--- src/rtl/traffic_phase_fsm.sv ---
// Six-phase traffic light sequencer that loads the interval Timer and gates side green on a latched demand.
// Optional maintenance flash mode is compiled in when TLC_FLASH_EN is defined.
module traffic_phase_fsm #(
   parameter int unsigned MAIN_GREEN_T = 8,
   parameter int unsigned SIDE_GREEN_T = 6,
   parameter int unsigned YELLOW_T     = 3,
   parameter int unsigned ALL_RED_T    = 1
) (
   input  logic       clkin,
   input  logic       rst_n,
   input  logic       expired,
   input  logic       sensor_in,
   input  logic       seconds_enabled,
   input  logic       flash_mode,
   output logic [3:0] value,
   output logic       start_timer,
   output logic [2:0] main_lights,
   output logic [2:0] side_lights,
   output logic       side_req
);

   localparam logic [2:0] LAMP_R = 3'b100;
   localparam logic [2:0] LAMP_Y = 3'b010;
   localparam logic [2:0] LAMP_G = 3'b001;

   typedef enum logic [2:0] {
      MAIN_GREEN,
      MAIN_YELLOW,
      ALL_RED_A,
      SIDE_GREEN,
      SIDE_YELLOW,
      ALL_RED_B
`ifdef TLC_FLASH_EN
      , FLASH
`endif
   } phase_t;

   // step names the action taken at the next edge; WAIT is main green held for demand.
   typedef enum logic [1:0] {LOAD, SETTLE, RUN, WAIT} step_t;

   function automatic logic [3:0] clip(input int unsigned t);
      if (t == 0)      return 4'd1;
      else if (t > 15) return 4'd15;
      else             return 4'(t);
   endfunction

   function automatic logic [3:0] phase_value(input phase_t p);
      case (p)
         MAIN_GREEN:               return clip(MAIN_GREEN_T);
         SIDE_GREEN:               return clip(SIDE_GREEN_T);
         MAIN_YELLOW, SIDE_YELLOW: return clip(YELLOW_T);
         default:                  return clip(ALL_RED_T);
      endcase
   endfunction

   function automatic phase_t succ(input phase_t p);
      case (p)
         MAIN_GREEN:  return MAIN_YELLOW;
         MAIN_YELLOW: return ALL_RED_A;
         ALL_RED_A:   return SIDE_GREEN;
         SIDE_GREEN:  return SIDE_YELLOW;
         SIDE_YELLOW: return ALL_RED_B;
         default:     return MAIN_GREEN;
      endcase
   endfunction

   phase_t     phase, phase_n;
   step_t      step, step_n;
   logic [3:0] value_n;
   logic       start_n, req_n, load;
   logic [2:0] main_n, side_n;

   always_ff @(posedge clkin) begin
      if (!rst_n) begin
         phase       <= ALL_RED_B;
         step        <= LOAD;
         value       <= clip(ALL_RED_T);
         start_timer <= 1'b0;
         main_lights <= LAMP_R;
         side_lights <= LAMP_R;
         side_req    <= 1'b0;
      end else begin
         phase       <= phase_n;
         step        <= step_n;
         value       <= value_n;
         start_timer <= start_n;
         main_lights <= main_n;
         side_lights <= side_n;
         side_req    <= req_n;
      end
   end

   always_comb begin
      phase_n = phase;
      step_n  = step;
      value_n = value;
      start_n = 1'b0;
      main_n  = main_lights;
      side_n  = side_lights;
      req_n   = side_req | sensor_in;
      load    = 1'b0;

      case (step)
         LOAD:   load = 1'b1;
         SETTLE: step_n = RUN;
         RUN: begin
            if (expired) begin
               if (phase != MAIN_GREEN || side_req) begin
                  phase_n = succ(phase);
                  load    = 1'b1;
               end else begin
                  step_n = WAIT;
               end
            end
         end
         WAIT: begin
            if (side_req) begin
               phase_n = succ(phase);
               load    = 1'b1;
            end
         end
      endcase

      if (load) begin
         step_n  = SETTLE;
         start_n = 1'b1;
         value_n = phase_value(phase_n);
         main_n  = (phase_n == MAIN_GREEN)  ? LAMP_G :
                   (phase_n == MAIN_YELLOW) ? LAMP_Y : LAMP_R;
         side_n  = (phase_n == SIDE_GREEN)  ? LAMP_G :
                   (phase_n == SIDE_YELLOW) ? LAMP_Y : LAMP_R;
         // A demand on the side-green entry edge survives and is served next cycle.
         if (phase_n == SIDE_GREEN && !sensor_in)
            req_n = 1'b0;
      end

`ifdef TLC_FLASH_EN
      if (flash_mode) begin
         phase_n = FLASH;
         step_n  = LOAD;
         start_n = 1'b0;
         req_n   = side_req | sensor_in;
         value_n = value;
         if (phase != FLASH) begin
            main_n = LAMP_Y;
            side_n = LAMP_R;
         end else if (seconds_enabled) begin
            main_n = main_lights ^ LAMP_Y;
            side_n = side_lights ^ LAMP_R;
         end else begin
            main_n = main_lights;
            side_n = side_lights;
         end
      end else if (phase == FLASH) begin
         phase_n = ALL_RED_B;
         step_n  = LOAD;
         start_n = 1'b0;
         req_n   = side_req | sensor_in;
         value_n = clip(ALL_RED_T);
         main_n  = LAMP_R;
         side_n  = LAMP_R;
      end
`endif
   end

`ifndef TLC_FLASH_EN
   logic unused_flash;
   assign unused_flash = flash_mode ^ seconds_enabled;
`endif

endmodule

--- config.mk ---
export PLATFORM = sky130hd
export DESIGN_NAME = traffic_phase_fsm
export DESIGN_NICKNAME = d
export VERILOG_FILES = /design/src/rtl/traffic_phase_fsm.sv
export SDC_FILE = /design/constraint.sdc
export NUM_CORES = 1
export LEC_CHECK = 0
export ABC_AREA = 0
export CAP_MARGIN = 20
export CORE_MARGIN = 2
export CORE_UTILIZATION = 32
export DETAILED_ROUTE_END_ITERATION = 8
export SLEW_MARGIN = 20
export SYNTH_ARGS = -nofsm -noshare
export SYNTH_HDL_FRONTEND = slang
export SYNTH_SLANG_ARGS = --single-unit
--- constraint.sdc ---
create_clock -name clkin -period 1.6 [get_ports clkin]
set_input_delay 0.32 -clock clkin [delete_from_list [all_inputs] [get_ports clkin]]
set_output_delay 0.32 -clock clkin [all_outputs]
set_load 0.05 [all_outputs]
# Yosys cells after proc, flatten, opt, wreduce, memory -nomap -nowiden
# Index checks and enable logic that the tools add are counted.
# totals
reg_bits	17
in_bits	6
out_inout_bits	12
elab_cells	58
# classes
n_eq_ne	14
n_mux	21
bitwise_logic	2
n_reduce_logical	13
# op_table
cell	n
$mux 3	7
$pmux 3 s5	1
$pmux 4 s3	1
$eq 3x2->1 const B	3
$mux 1	7
$eq 3x1->1 const B	2
$eq 3x3->1 const B	2
$logic_not 3->1	2
$ne 3x3->1 const B	2
$pmux 3 s2	1
$reduce_and 3->1	2
$reduce_bool 3->1	2
$eq 2x2->1 const B	2
$mux 2	2
$ne 2x2->1 const B	2
$pmux 2 s2	1
$reduce_or 2->1	2
$pmux 1 s3	1
$eq 2x1->1 const B	1
$logic_not 2->1	1
$reduce_bool 2->1	1
$logic_and 1x1->1	1
$logic_not 1->1	1
$logic_or 1x1->1	1
other kinds (2)	2

# Logic depth before layout (Yosys ltp)
# depth
word_depth	9
mapped_depth	6
mapped_depth_nobuf	4

# Worst setup path before layout
# No wires, ideal clock.
# synth_timing
path_kind	flip-flop to flip-flop
from	reg side_req
to	reg value[0]
setup_ps	120
arrival_ps	1651
required_ps	1480
slack_ps	-171
stages_incl_launch_ff	5
n_path_buf	0
cell_sequence	dfxtp_1 -> mux2i_2 -> o31ai_4 -> o211ai_1 -> o31a_1
# synth_via
elab_chain_len	7
# synth_lines
item	line	rtl
start, declared	19	output logic side_req
start signal, assigned	89	side_req <= req_n;
$logic_or 1x1->1	108	if (phase != MAIN_GREEN || side_req) begin
$mux 3	108	
$mux 3	107	if (expired) begin
$pmux 3 s2	103	case (step)
$eq 3x1->1 / $eq 3x3->1 (equally long branches)	48	case (p)
$reduce_or 2->1	48	
$pmux 4 s3	48	
end signal, assigned	77	value <= clip(ALL_RED_T);
end signal, assigned	85	value <= value_n;
end, declared	15	output logic [3:0] value,
# Parallel ways exist; a longest one is shown, timed or not.
# A chain may end at the register's enable or synchronous reset.

# Final worst setup path
# layout_timing
from	reg phase[2]
to	reg value[0]
# layout_via
elab_chain_len	8
# layout_lines
item	line	rtl
start, declared	67	phase_t phase, phase_n;
start signal, assigned	83	phase <= phase_n;
$eq 3x3->1 (tied with other cells)	57	case (p)
$pmux 3 s5 / $logic_or 1x1->1 (equally long branches)	57, 108	
$mux 3	108	
$mux 3	107	
$pmux 3 s2	103	
$eq 3x1->1 / $eq 3x3->1 (equally long branches)	48	
$reduce_or 2->1	48	
$pmux 4 s3	48	
# Parallel ways exist; a longest one is shown, timed or not.

==> results.ini <==
[critical_path]
arrival_ps=1720
worst_ep_required_time_ps=1790
cp-end-kind=flop
cp_max_fo=8
start_kind=flop
criticalPathCategory=reg -> reg
rrSetupSlack_ps=70

[clock_tree]
clockRootBuffer=clkbuf_4
insertion_delay_ps=290
htree_levels=1
numCtsBuffers=3
cts_tree=done
clockBufferDepth=2
cts.clk_slew.worst_paths_ps=100
cts.sinks=17

[die]
coreArea_sq_um=2450
die-area_sq_um=2970
num_rows=18
initial_utilization_pct=33.2
top_level_ports=18
fp.dieH_microns=54.5
die_x_microns=54.5

[detailed_routing]
ant_nets=0
vias=823
first_pass_iters=4
postRouteWirelength_microns=2060
wl_per_cell_microns=13.7
drt_iter0_markers=10
drc=0
via_per_inst=5.45

[finish]
drive_gt1_share_pct=41.3
design_area_sq_um=1180
fill_cells=230
antenna_cells=0
nNetsFinal=128
syn_to_final_growth_pct=44.2

[sta]
final_hold_viol_count=0
fmax_mhz=654
period_minus_slack_ps=1530
whs_ps=479
finalSetupViolations=0
tightest_slew_ps=383
rsz0062_at_grt=no
fin_crit_sh_pct=95.5
drv_slew=0
relSlewSlack_pct=74.4
skew_ps=1.15

[yosys]
async_flop_share_pct=0
yosys.cell_types.count=38
syn_area_sq_um=816
ys_ff_latch=17
syn-instance-count=89
avgSynthCellArea_sq_um=9.17
synth_edf_count=0
synth-warning-count=0
seq_area_frac_synth_pct=41.7
synth_nets=95
synth_ff_type=dfxtp_1

[worst_hold_path]
hold_class=reg -> reg

[global_routing]
grt_pass1_vias=736
grt_overflow=0
antenna_found_initial=0
grt_pass1_wl_microns=3320
grt_start_max_net_pins=11
track_usage_pct=16.1

[flow_run]
drv_cap=0

[place]
dp_hpwl_microns=1540
globalplace.congestion=0.876
place_area_sq_um=1080
port-buffer-count=15

[power_and_ir_drop]
p_per_area_nw_per_um2=856
peakVddDrop_uv=607
power.leakage_nw=0.462

[run_status]
status=finished, final reports clean

cell usage after synthesis, types with 2 or more instances:
library cell | number | share of area [%]
inv_1 | 3 | 1.4
o211ai_1 | 3 | 2.8
nand2b_1 | 4 | 3.1
nand2_1 | 2 | 0.92
o31a_1 | 2 | 2.1
a31oi_1 | 3 | 2.3
nor4_1 | 2 | 1.5
nor3_1 | 2 | 1.2
a2bb2o_1 | 2 | 2.5
dfxtp_1 | 17 | 42
o21ai_0 | 5 | 3.1
or3_1 | 3 | 2.3
buf_2 | 3 | 1.8
a211oi_1 | 2 | 1.8
a21oi_1 | 5 | 3.1
nor2_1 | 9 | 4.1
timing repair:
action                                  4_1_cts  5_1_grt
cloned                                        1        0
hold buffers                                  0        0
pin swaps                                     1        2
endpoints found under the setup margin        5       12
resized for setup                             5        9
setup buffers                                 1        0
flip-flops by register name, indices dropped and copies added (netlist names):
name and cells:
phase 3, step 2, value 4, side_req 1, start_timer 1, side_lights 3, main_lights 3
per-stage QoR:
stage	std cells	total power [mW]	TNS [ps]	util [%]	setup slack, ps
floorplan	89	0.654	0	-	73.8
global placement	145	0.755	-3220	44.0	-309
detailed placement	145	0.758	-3750	44.0	-343
CTS	151	1.01	0	46.6	8.78
global route	151	1.07	0	47.9	3.22
finish	151	1.01	0	47.9	71.2
worst max-delay path, cell delays in order, from the launching register on:
cell	delay, ps
dfxtp_2	380
nor4_4	330
a211oi_4	150
buf_4	160
or3_1	300
o31a_1	110
path summary, 6_finish.rpt:
| check | startpoint | end | cells past startpoint |
|---|---|---|---|
| worst min-delay path | side_lights[0] | side_lights[0] | 2 |
| worst max-delay path | phase[2] | value[0] | 5 |
| worst max register to register | phase[2] | value[0] | 5 |
| worst min register to register | side_lights[0] | side_lights[0] | 2 |
layout make-up:
class	instances	area [sq um]	share of cell area, %
inverter	4	15.0	1.28
tap	30	37.5	3.19
timing repair buffer	33	264	22.4
clock buffer	3	22.5	1.91
clock inverter	1	5.00	0.426
sequential	17	348	29.6
multi-input combinational	63	484	41.2
power by group:
group / switching (mW) / internal, mW / leakage, nW
Combinational: 0.172 / 0.127 / 0.305
Clock: 0.137 / 0.0931 / 0.0177
Sequential: 0.0271 / 0.450 / 0.140
layer usage:
metal	GRT usage [%]	routed length, microns
met5	0	0
met1	21.4	965
met3	3.83	88
met2	24.1	970
met4	7.92	39
cells in the final DEF (no fill, tap or decap), types with 3 or more instances in the layout:
cell type  synthesis  routed
dfxtp_2            0       3
o211ai_1           3       3
buf_4              1      28
nor2_1             9       9
dfxtp_1           17      13
o21ai_0            5       5
nand2b_1           4       4
a21oi_1            5       5
clkbuf_4           0       3
or3_1              3       3
kinds of logic after synthesis:
| family | count (synthesis) | synth area share, % |
|---|---|---|
| compound gates | 33 | 31.9 |
| buf+inv | 9 | 5.06 |
| flops | 17 | 41.7 |
| mux | 2 | 3.07 |
| simple gates | 28 | 18.3 |
(Power assumes the default switching activity.)
